### config.mk
export PLATFORM = sky130hd
export DESIGN_NAME = fc_in_reader_flat
export DESIGN_NICKNAME = d
export VERILOG_FILES = /design/src/rtl/fc_in_reader_if.sv /design/src/rtl/fc_in_reader.sv /design/src/flat_wrapper.sv
export SDC_FILE = /design/constraint.sdc
export NUM_CORES = 2
export LEC_CHECK = 0
export CAP_MARGIN = 30
export CORE_ASPECT_RATIO = 1.5
export CORE_UTILIZATION = 40
export DETAILED_ROUTE_END_ITERATION = 10
export GPL_ROUTABILITY_DRIVEN = 0
export PLACE_DENSITY = 0.61
export SETUP_SLACK_MARGIN = 0.2
export SLEW_MARGIN = 20
export SYNTH_ARGS = -nofsm -noshare
export SYNTH_HDL_FRONTEND = slang
export SYNTH_SLANG_ARGS = --single-unit
### constraint.sdc
create_clock -name clk -period 5.7 [get_ports clk]
set_clock_uncertainty 0.2 [all_clocks]
set_input_delay 1.71 -clock clk [delete_from_list [all_inputs] [get_ports clk]]
set_output_delay 1.71 -clock clk [all_outputs]
set_load 0.005 [all_outputs]
### src/rtl/fc_in_reader_if.sv
// Bundle for fc_in_reader: start/pass-count control, flatten-buffer read port,
// chunk stream toward the FC1 MAC array, and status.
interface fc_in_reader_if #(
  parameter int DATA_WIDTH = 16,
  parameter int PASS_W     = 8
);
  logic                     start;
  logic [PASS_W-1:0]        num_passes;
  logic [4:0]               fcin_addr;
  logic                     fc1_en;
  logic [DATA_WIDTH*32-1:0] fcin_data;
  logic [DATA_WIDTH*8-1:0]  out_data;
  logic                     out_valid;
  logic                     out_ready;
  logic                     out_last;
  logic                     out_final;
  logic                     busy;
  logic                     done;

  // master: the reader itself
  modport master (
    input  start, num_passes, fcin_data, out_ready,
    output fcin_addr, fc1_en, out_data, out_valid, out_last, out_final, busy, done
  );

  // slave: controller + buffer + MAC array around the reader
  modport slave (
    output start, num_passes, fcin_data, out_ready,
    input  fcin_addr, fc1_en, out_data, out_valid, out_last, out_final, busy, done
  );
endinterface

### src/rtl/fc_in_reader.sv
// FC1 input streamer: reads the 32-word flattened vector from a 1-cycle BRAM,
// slices each word into four 8-element chunks and streams them under
// valid/ready, replaying the whole vector num_passes times.
module fc_in_reader #(
  parameter int DATA_WIDTH = 16,
  parameter int PASS_W     = 8
) (
  input  logic            clk,
  input  logic            rst_n,
  fc_in_reader_if.master  bus
);
  localparam int NUM_LANES  = 8;
  localparam int NUM_CHUNKS = 4;

  typedef enum logic [1:0] {S_IDLE, S_RUN, S_DRAIN} state_t;

  // word viewed as chunks of lanes so the slice is a plain index
  typedef logic [NUM_CHUNKS-1:0][NUM_LANES-1:0][DATA_WIDTH-1:0] word_t;

  state_t            r_state, w_state_nxt;
  logic [PASS_W-1:0] r_np;
  logic [PASS_W-1:0] w_np_m1;

  // read side
  logic [4:0]        r_rd_word;
  logic [PASS_W-1:0] r_rd_pass;
  logic              r_rd_active;
  logic              r_rd_pend;     // data for last cycle's read is on fcin_data now

  // two-slot word buffer
  word_t             r_cur, r_nxt;
  logic              r_cur_vld, r_nxt_vld;

  // consume side
  logic [1:0]        r_chunk;
  logic [4:0]        r_word;
  logic [PASS_W-1:0] r_pass;

  logic              w_start_ok, w_valid, w_hs, w_pop, w_last, w_final, w_issue;
  logic [1:0]        w_committed;

  assign w_np_m1    = r_np - PASS_W'(1);
  assign w_start_ok = (r_state == S_IDLE) && bus.start && (bus.num_passes != '0);
  assign w_valid    = (r_state == S_RUN) && r_cur_vld;
  assign w_hs       = w_valid && bus.out_ready;
  assign w_pop      = w_hs && (r_chunk == 2'd3);
  assign w_last     = w_valid && (r_word == 5'd31) && (r_chunk == 2'd3);
  assign w_final    = w_last && (r_pass == w_np_m1);

  // Words held or in flight. A read issued now lands next cycle; it is only
  // allowed if, after this cycle's pop, fewer than two slots are spoken for.
  assign w_committed = {1'b0, r_cur_vld} + {1'b0, r_nxt_vld} + {1'b0, r_rd_pend};
  assign w_issue     = (r_state == S_RUN) && r_rd_active &&
                       ((w_committed - {1'b0, w_pop}) < 2'd2);

  // state register
  always_ff @(posedge clk) begin
    if (!rst_n) r_state <= S_IDLE;
    else        r_state <= w_state_nxt;
  end

  // next-state: RUN until the final chunk handshakes, one DRAIN cycle for done
  always_comb begin
    w_state_nxt = r_state;
    case (r_state)
      S_IDLE:  if (w_start_ok) w_state_nxt = S_RUN;
      S_RUN:   if (w_hs && w_final) w_state_nxt = S_DRAIN;
      S_DRAIN: w_state_nxt = S_IDLE;
      default: w_state_nxt = S_IDLE;
    endcase
  end

  // outputs: all decoded from registers (out_ready only gates the read issue)
  always_comb begin
    bus.fc1_en    = w_issue;
    bus.fcin_addr = r_rd_word;
    bus.out_valid = w_valid;
    bus.out_data  = w_valid ? r_cur[r_chunk] : '0;
    bus.out_last  = w_last;
    bus.out_final = w_final;
    bus.busy      = (r_state == S_RUN);
    bus.done      = (r_state == S_DRAIN);
  end

  // pass count latch and consume position (chunk -> word -> pass)
  always_ff @(posedge clk) begin
    if (!rst_n) begin
      r_np    <= '0;
      r_chunk <= '0;
      r_word  <= '0;
      r_pass  <= '0;
    end else if (w_start_ok) begin
      r_np    <= bus.num_passes;
      r_chunk <= '0;
      r_word  <= '0;
      r_pass  <= '0;
    end else if (w_hs) begin
      r_chunk <= r_chunk + 2'd1;
      if (r_chunk == 2'd3) begin
        r_word <= r_word + 5'd1;
        if (r_word == 5'd31) r_pass <= r_pass + PASS_W'(1);
      end
    end
  end

  // read sequencer: words 0..31 per pass, stops after the last pass's word 31
  always_ff @(posedge clk) begin
    if (!rst_n) begin
      r_rd_word   <= '0;
      r_rd_pass   <= '0;
      r_rd_active <= 1'b0;
      r_rd_pend   <= 1'b0;
    end else begin
      r_rd_pend <= w_issue;
      if (w_start_ok) begin
        r_rd_word   <= '0;
        r_rd_pass   <= '0;
        r_rd_active <= 1'b1;
      end else if (w_issue) begin
        r_rd_word <= r_rd_word + 5'd1;
        if (r_rd_word == 5'd31) begin
          if (r_rd_pass == w_np_m1) r_rd_active <= 1'b0;
          else                      r_rd_pass   <= r_rd_pass + PASS_W'(1);
        end
      end
    end
  end

  // buffer fill/shift: returning data goes to cur if it is (or becomes) free,
  // otherwise to nxt; a pop promotes nxt into cur
  always_ff @(posedge clk) begin
    if (!rst_n) begin
      r_cur     <= '0;
      r_nxt     <= '0;
      r_cur_vld <= 1'b0;
      r_nxt_vld <= 1'b0;
    end else if (w_start_ok) begin
      r_cur_vld <= 1'b0;
      r_nxt_vld <= 1'b0;
    end else if (w_pop) begin
      if (r_nxt_vld) begin
        r_cur     <= r_nxt;
        r_cur_vld <= 1'b1;
        r_nxt_vld <= r_rd_pend;
        if (r_rd_pend) r_nxt <= bus.fcin_data;
      end else begin
        r_cur_vld <= r_rd_pend;
        if (r_rd_pend) r_cur <= bus.fcin_data;
      end
    end else if (r_rd_pend) begin
      if (!r_cur_vld) begin
        r_cur     <= bus.fcin_data;
        r_cur_vld <= 1'b1;
      end else begin
        r_nxt     <= bus.fcin_data;
        r_nxt_vld <= 1'b1;
      end
    end
  end
endmodule

### src/flat_wrapper.sv
// flat-port wrapper written by rule: the top's interface ports become plain ports
module fc_in_reader_flat 
#(
  parameter int DATA_WIDTH = 16,
  parameter int PASS_W     = 8
)
  (clk, rst_n, bus_start, bus_num_passes, bus_fcin_data, bus_out_ready, bus_fcin_addr, bus_fc1_en, bus_out_data, bus_out_valid, bus_out_last, bus_out_final, bus_busy, bus_done);
  fc_in_reader_if #(.DATA_WIDTH(DATA_WIDTH), .PASS_W(PASS_W)) bus_i ();
  input  logic clk;
  input  logic rst_n;
  input wire logic [$bits(bus_i.start)-1:0] bus_start;
  input wire logic [$bits(bus_i.num_passes)-1:0] bus_num_passes;
  input wire logic [$bits(bus_i.fcin_data)-1:0] bus_fcin_data;
  input wire logic [$bits(bus_i.out_ready)-1:0] bus_out_ready;
  output wire logic [$bits(bus_i.fcin_addr)-1:0] bus_fcin_addr;
  output wire logic [$bits(bus_i.fc1_en)-1:0] bus_fc1_en;
  output wire logic [$bits(bus_i.out_data)-1:0] bus_out_data;
  output wire logic [$bits(bus_i.out_valid)-1:0] bus_out_valid;
  output wire logic [$bits(bus_i.out_last)-1:0] bus_out_last;
  output wire logic [$bits(bus_i.out_final)-1:0] bus_out_final;
  output wire logic [$bits(bus_i.busy)-1:0] bus_busy;
  output wire logic [$bits(bus_i.done)-1:0] bus_done;
  assign bus_i.start = bus_start;
  assign bus_i.num_passes = bus_num_passes;
  assign bus_i.fcin_data = bus_fcin_data;
  assign bus_i.out_ready = bus_out_ready;
  assign bus_fcin_addr = bus_i.fcin_addr;
  assign bus_fc1_en = bus_i.fc1_en;
  assign bus_out_data = bus_i.out_data;
  assign bus_out_valid = bus_i.out_valid;
  assign bus_out_last = bus_i.out_last;
  assign bus_out_final = bus_i.out_final;
  assign bus_busy = bus_i.busy;
  assign bus_done = bus_i.done;
  fc_in_reader #(.DATA_WIDTH(DATA_WIDTH), .PASS_W(PASS_W)) u_core (.clk(clk), .rst_n(rst_n), .bus(bus_i));
endmodule
Word level (Yosys, flattened, before mapping). Cells that the tools add are included.

Equality and inequality tests: 12. Bitwise gates (word level): 3. Add/subtract/negate cells: 9. Reduce and logical (&&, ||, !) cells: 28. Mux-type cells: 26. $lt $le $gt $ge: 2.

Operators with widths (count): 512-bit two-way mux (9); 128-bit binary-select mux with 2-bit select (1); 128-bit two-way mux (2); 8-bit by 1-bit adder with 8-bit output (second input constant) (2); 8-bit == test (2); 2-bit nonzero test (6); 1-bit logical AND (11); 1-bit two-way mux (11); 5-bit by 1-bit adder with 5-bit output (second input constant) (2); 5-bit == test (second input constant) (2); 3-bit AND reduction (3); 2-bit by 1-bit inequality test with 1-bit output (second input constant) (4); 8-bit nonzero test (1); 8-bit by 1-bit subtractor with 8-bit output (second input constant) (1); 2-bit AND reduction (3); 5-bit AND reduction (1); 2-bit == test (second input constant) (2); 2-bit two-way mux (2); 2-bit case mux with 2 select lines (1); 4-bit AND reduction (1); 2-bit by 3-bit less-than comparator with 1-bit output (second input constant) (1); 1-bit inverter (3); 1-bit by 1-bit adder with 2-bit output (1); 2-bit by 1-bit adder with 2-bit output (1); other kinds (7) (7).

Input bits: 524. Register bits after elaboration: 1066. Logic and storage cells: 155. Output and inout bits: 139.

Depth between registers and ports, before layout.
Depth in word-level cells: 9. Mapped depth: 12. Gate-level depth less buffers: 10.

Least setup slack after synthesis. OpenSTA, ideal clock, no wires.

Path type: input to output. From: input port bus_out_ready. To: output port bus_fc1_en. Path slack: 0.509 ns. Arrival time: 3.281 ns. Stages on the path: 7. Buffers on the path: 1. Required time: 3.790 ns. Cells stage by stage: nand4_2 > ha_1 > ha_1 > a21oi_1 > xor2_1 > and3_1 > clkbuf_1.

Cells in the longest elaborated chain, start to end: 5.

Ends and longest elaborated chain: start, declared (RTL line flat_wrapper.sv:14) `input wire logic [$bits(bus_i.out_ready)-1:0] bus_out_ready;`; 1-bit logical AND (RTL line fc_in_reader.sv:45) `assign w_hs = w_valid && bus.out_ready;`; 1-bit logical AND (RTL line fc_in_reader.sv:46) `assign w_pop = w_hs && (r_chunk == 2'd3);`; 2-bit by 1-bit subtractor with 2-bit output (RTL line fc_in_reader.sv:54) `((w_committed - {1'b0, w_pop}) < 2'd2);`; 2-bit less-than comparator (RTL line fc_in_reader.sv:54); 1-bit logical AND (RTL line fc_in_reader.sv:53) `assign w_issue = (r_state == S_RUN) && r_rd_active &&`; end, declared (RTL line flat_wrapper.sv:16) `output wire logic [$bits(bus_i.fc1_en)-1:0] bus_fc1_en;`.

Every way passes these cells.

Worst setup path after layout. Same ends and word-level chain as after synthesis.

==> results.py <==
metrics = {
    "outcome": {
        "status": "complete, no violations",
    },
    "sta": {
        "fmax_mhz": 185,
        "finalHoldViolCount": 0,
        "fin_setup_tns_ps": 0,
        "min_period_over_period": 0.950,
        "slew_violations": 0,
        "tightest_slew_ps": 1020,
        "finalSetupViolCount": 0,
        "rsz0062_at_grt": "no",
        "hold-worst-slack_ps": 251,
        "period_minus_slack_ps": 5410,
        "slew_headroom": 0.320,
    },
    "die": {
        "die_h_um": 426,
        "fp-row-count": 155,
        "core_mm2": 0.119,
        "die_w_um": 285,
        "io_pins": 663,
        "die-area_mm2": 0.121,
        "initial_utilization": 0.403,
    },
    "routing": {
        "drtIter0Drc": 3038,
        "vias_per_cell": 5.41,
        "drt-total-wl_um": 153000,
        "vias": 41600,
        "drc": 0,
        "post_drt_wl_per_cell_um": 19.9,
        "ant_nets": 0,
        "drtPass1Iterations": 5,
    },
    "yosys": {
        "synth_ff_type": "dfxtp_1",
        "ys_types": 49,
        "syn_area_mm2": 0.0480,
        "synthTopCellsByCount": "nand2_1, dfxtp_1, nand3_1, o211a_1, a21boi_0",
        "synth_area_leaders": "dfxtp_1, nand2_1, o211a_1",
        "synthCells": 5659,
        "synth_top_area_share": 0.445,
        "seq_area_frac_synth": 0.445,
        "syn_nets": 6195,
        "synth_edf_count": 0,
        "syn_area_per_cell_um2": 8.48,
        "synth_async_sr_flop_share": 0,
        "yosysTopAreaCell": "dfxtp_1",
        "post-synth-top-count-cell": "nand2_1",
        "yosysWarnings": 0,
        "synth_seq_cells": 1066,
    },
    "global_routing": {
        "grt.overflow.total": 0,
        "grt_pass1_wl_um": 234000,
        "grt_pass1_vias": 39000,
        "gr-usage-all-layers": 0.244,
        "grt_max_degree": 239,
        "antenna_found_initial": 49,
    },
    "placement": {
        "hpwlAfterDp_um": 97400,
        "place.port_buffers": 662,
        "dp_cells": 7478,
    },
    "cts": {
        "cts-buffers-inserted": 109,
        "post_cts_buffers": 0,
        "clk_pin_slew_ps": 60,
        "cts_root_buf": "clkbuf_16",
        "clk_latency_ps": 710,
        "cts_tree": "done",
        "cts.sinks": 1066,
        "clock_path_buffers": 3,
        "htree_levels": 3,
    },
    "power": {
        "power.switching_uw": 3690,
        "intPower_uw": 12500,
        "power_frac_clock": 0.469,
        "swShare": 0.227,
        "p_comb_frac": 0.063,
        "vdd_drop_max_v": 0.000247,
        "seqPwrFrac": 0.468,
        "p_leak_uw": 0.0273,
        "power_density_mw_per_mm2": 272,
    },
    "critical_path": {
        "path_cells": "clkdlybuf4s15_1, nand4_2, ha_1, ha_1, a21oi_2, xor2_1, and3_1, dlygate4sd2_1",
        "timing.rr.end": "u_core.r_nxt[48]",
        "critical_path.max_stage_delay_ps": 320,
        "reg2reg_slack_ps": 2190,
        "crit_slowest_cell": "ha_1",
        "arrival_ps": 3500,
        "critical_path_peak_fanout": 2,
        "critPathTopFamily": "adder cells",
        "r2r-start": "u_core.r_chunk[0]",
        "crit_buf_inv": 2,
        "cp_common_cell": "ha_1",
        "crit_path_end_kind": "output pin",
        "criticalPathCategory": "input port to output pin",
        "crit_cells": 8,
        "crit_required_ps": 3790,
        "worst_r2r_path_depth": 8,
        "crit_path_start_kind": "input port",
    },
    "finish": {
        "layoutNonFillerInstCount": 7694,
        "syn2layout_area_growth_pct": 24.4,
        "nets": 6556,
        "drive_gt1_frac": 0.0725,
        "finish.utilization": 0.501,
    },
    "min_path": {
        "min_path_type": "flop to flop",
        "holdPathStages": 2,
        "min_to": "u_core.r_nxt[266]",
        "worstHoldStart": "u_core.r_nxt[266]",
    },
    "run": {
        "maxCapViolCount": 0,
    },
}
per-layer routing:
layer  GRT usage  part of all wire  vias to the layer above
met2       0.402              0.48                     1057
met3      0.0529             0.066                      257
met5           0            0.0024                        -
li1            -                 -                    20100
met4       0.105             0.034                       58
met1       0.308              0.42                    20100
worst max-delay path by stage:
stage | from | end | slack, ps
CTS | u_core.r_chunk[1] | bus_out_data[41] | 280
global route | bus_out_ready | bus_fc1_en | 230
global placement | bus_out_ready | bus_fc1_en | -410
detailed placement | bus_out_ready | bus_fc1_en | -300
finish | bus_out_ready | bus_fc1_en | 290
floorplan | bus_out_ready | bus_fc1_en | 510
worst min-delay path, cell delays in order (launching register included):
cell and delay, ps:
dfxtp_1 310, nand2_1 50, a21boi_1 50
repair_timing:
action | 4_1_cts | 5_1_grt
hold buffers | 0 | 0
setup endpoints to repair | 1 | 1
gates resized for setup | 4 | 1
pin swaps | 1 | 0
gates cloned | 0 | 0
sequential cells by signal (all words and copies together), names as in the netlist:
signal	count
u_core.bus.fcin_addr	5
u_core.r_chunk	2
u_core.r_cur	512
u_core.r_cur_vld	1
u_core.r_np	8
u_core.r_nxt	512
u_core.r_nxt_vld	1
u_core.r_pass	8
u_core.r_rd_active	1
u_core.r_rd_pass	8
u_core.r_rd_pend	1
u_core.r_state	2
u_core.r_word	5
cells by family after synthesis:
group	synth area share
AND/OR/NAND/NOR	0.244
flip-flops	0.445
AO/OA/AOI/OAI	0.192
buffers and inverters	0.0461
multiplexers	0.0638
XOR/XNOR	0.00633
adder cells (fa/ha/maj)	0.00313
layout by cell type (no fill, tap or decap), drive strengths merged, types with 3 or more instances in the layout:
cell	n
a211oi	5
a21boi	512
a21oi	12
and2	4
and3	137
buf	116
bufinv	14
clkbuf	143
clkdlybuf4s50	659
clkinv	29
clkinvlp	4
dfxtp	1066
diode	17
ha	12
inv	13
mux2i	18
mux4	128
nand2	2072
nand2b	7
nand3	516
nand4	13
nor2	24
nor2b	13
nor3	5
nor3b	3
nor4	4
o211a	513
o21ai	10
or3	3
xnor2	12
xor2	20
cell type report:
| cell class | instances | area (um^2) |
|---|---|---|
| Multi-Input combinational cell | 4061 | 24500 |
| Inverter | 5 | 18.8 |
| Fill cell | 11200 | 59400 |
| Antenna cell | 17 | 42.5 |
| Clock buffer | 143 | 3070 |
| Sequential cell | 1066 | 21400 |
| Clock inverter | 55 | 722 |
| Tap cell | 1570 | 1960 |
| Timing Repair Buffer | 777 | 8050 |
per-stage QoR:
stage / area [um^2] / setup WS (ps) / total power (uW)
2_1_floorplan: 48000 / 509 / 8190
3_3_place_gp: 55800 / -406 / 8770
3_5_place_dp: 55900 / -300 / 8780
4_1_cts: 59700 / 279 / 16400
5_1_grt: 59700 / 234 / 16800
6_report: 59700 / 287 / 16200
power groups by stage:
stage | clock network (uW) | registers [uW] | logic (uW)
6_report | 7600 | 7600 | 1020
5_1_grt | 8100 | 7600 | 1100
4_1_cts | 7820 | 7590 | 1020
3_5_place_dp | 0 | 7760 | 1020
3_3_place_gp | 0 | 7760 | 1010
2_1_floorplan | 0 | 7740 | 451
Power figures use the tool's default switching activity.
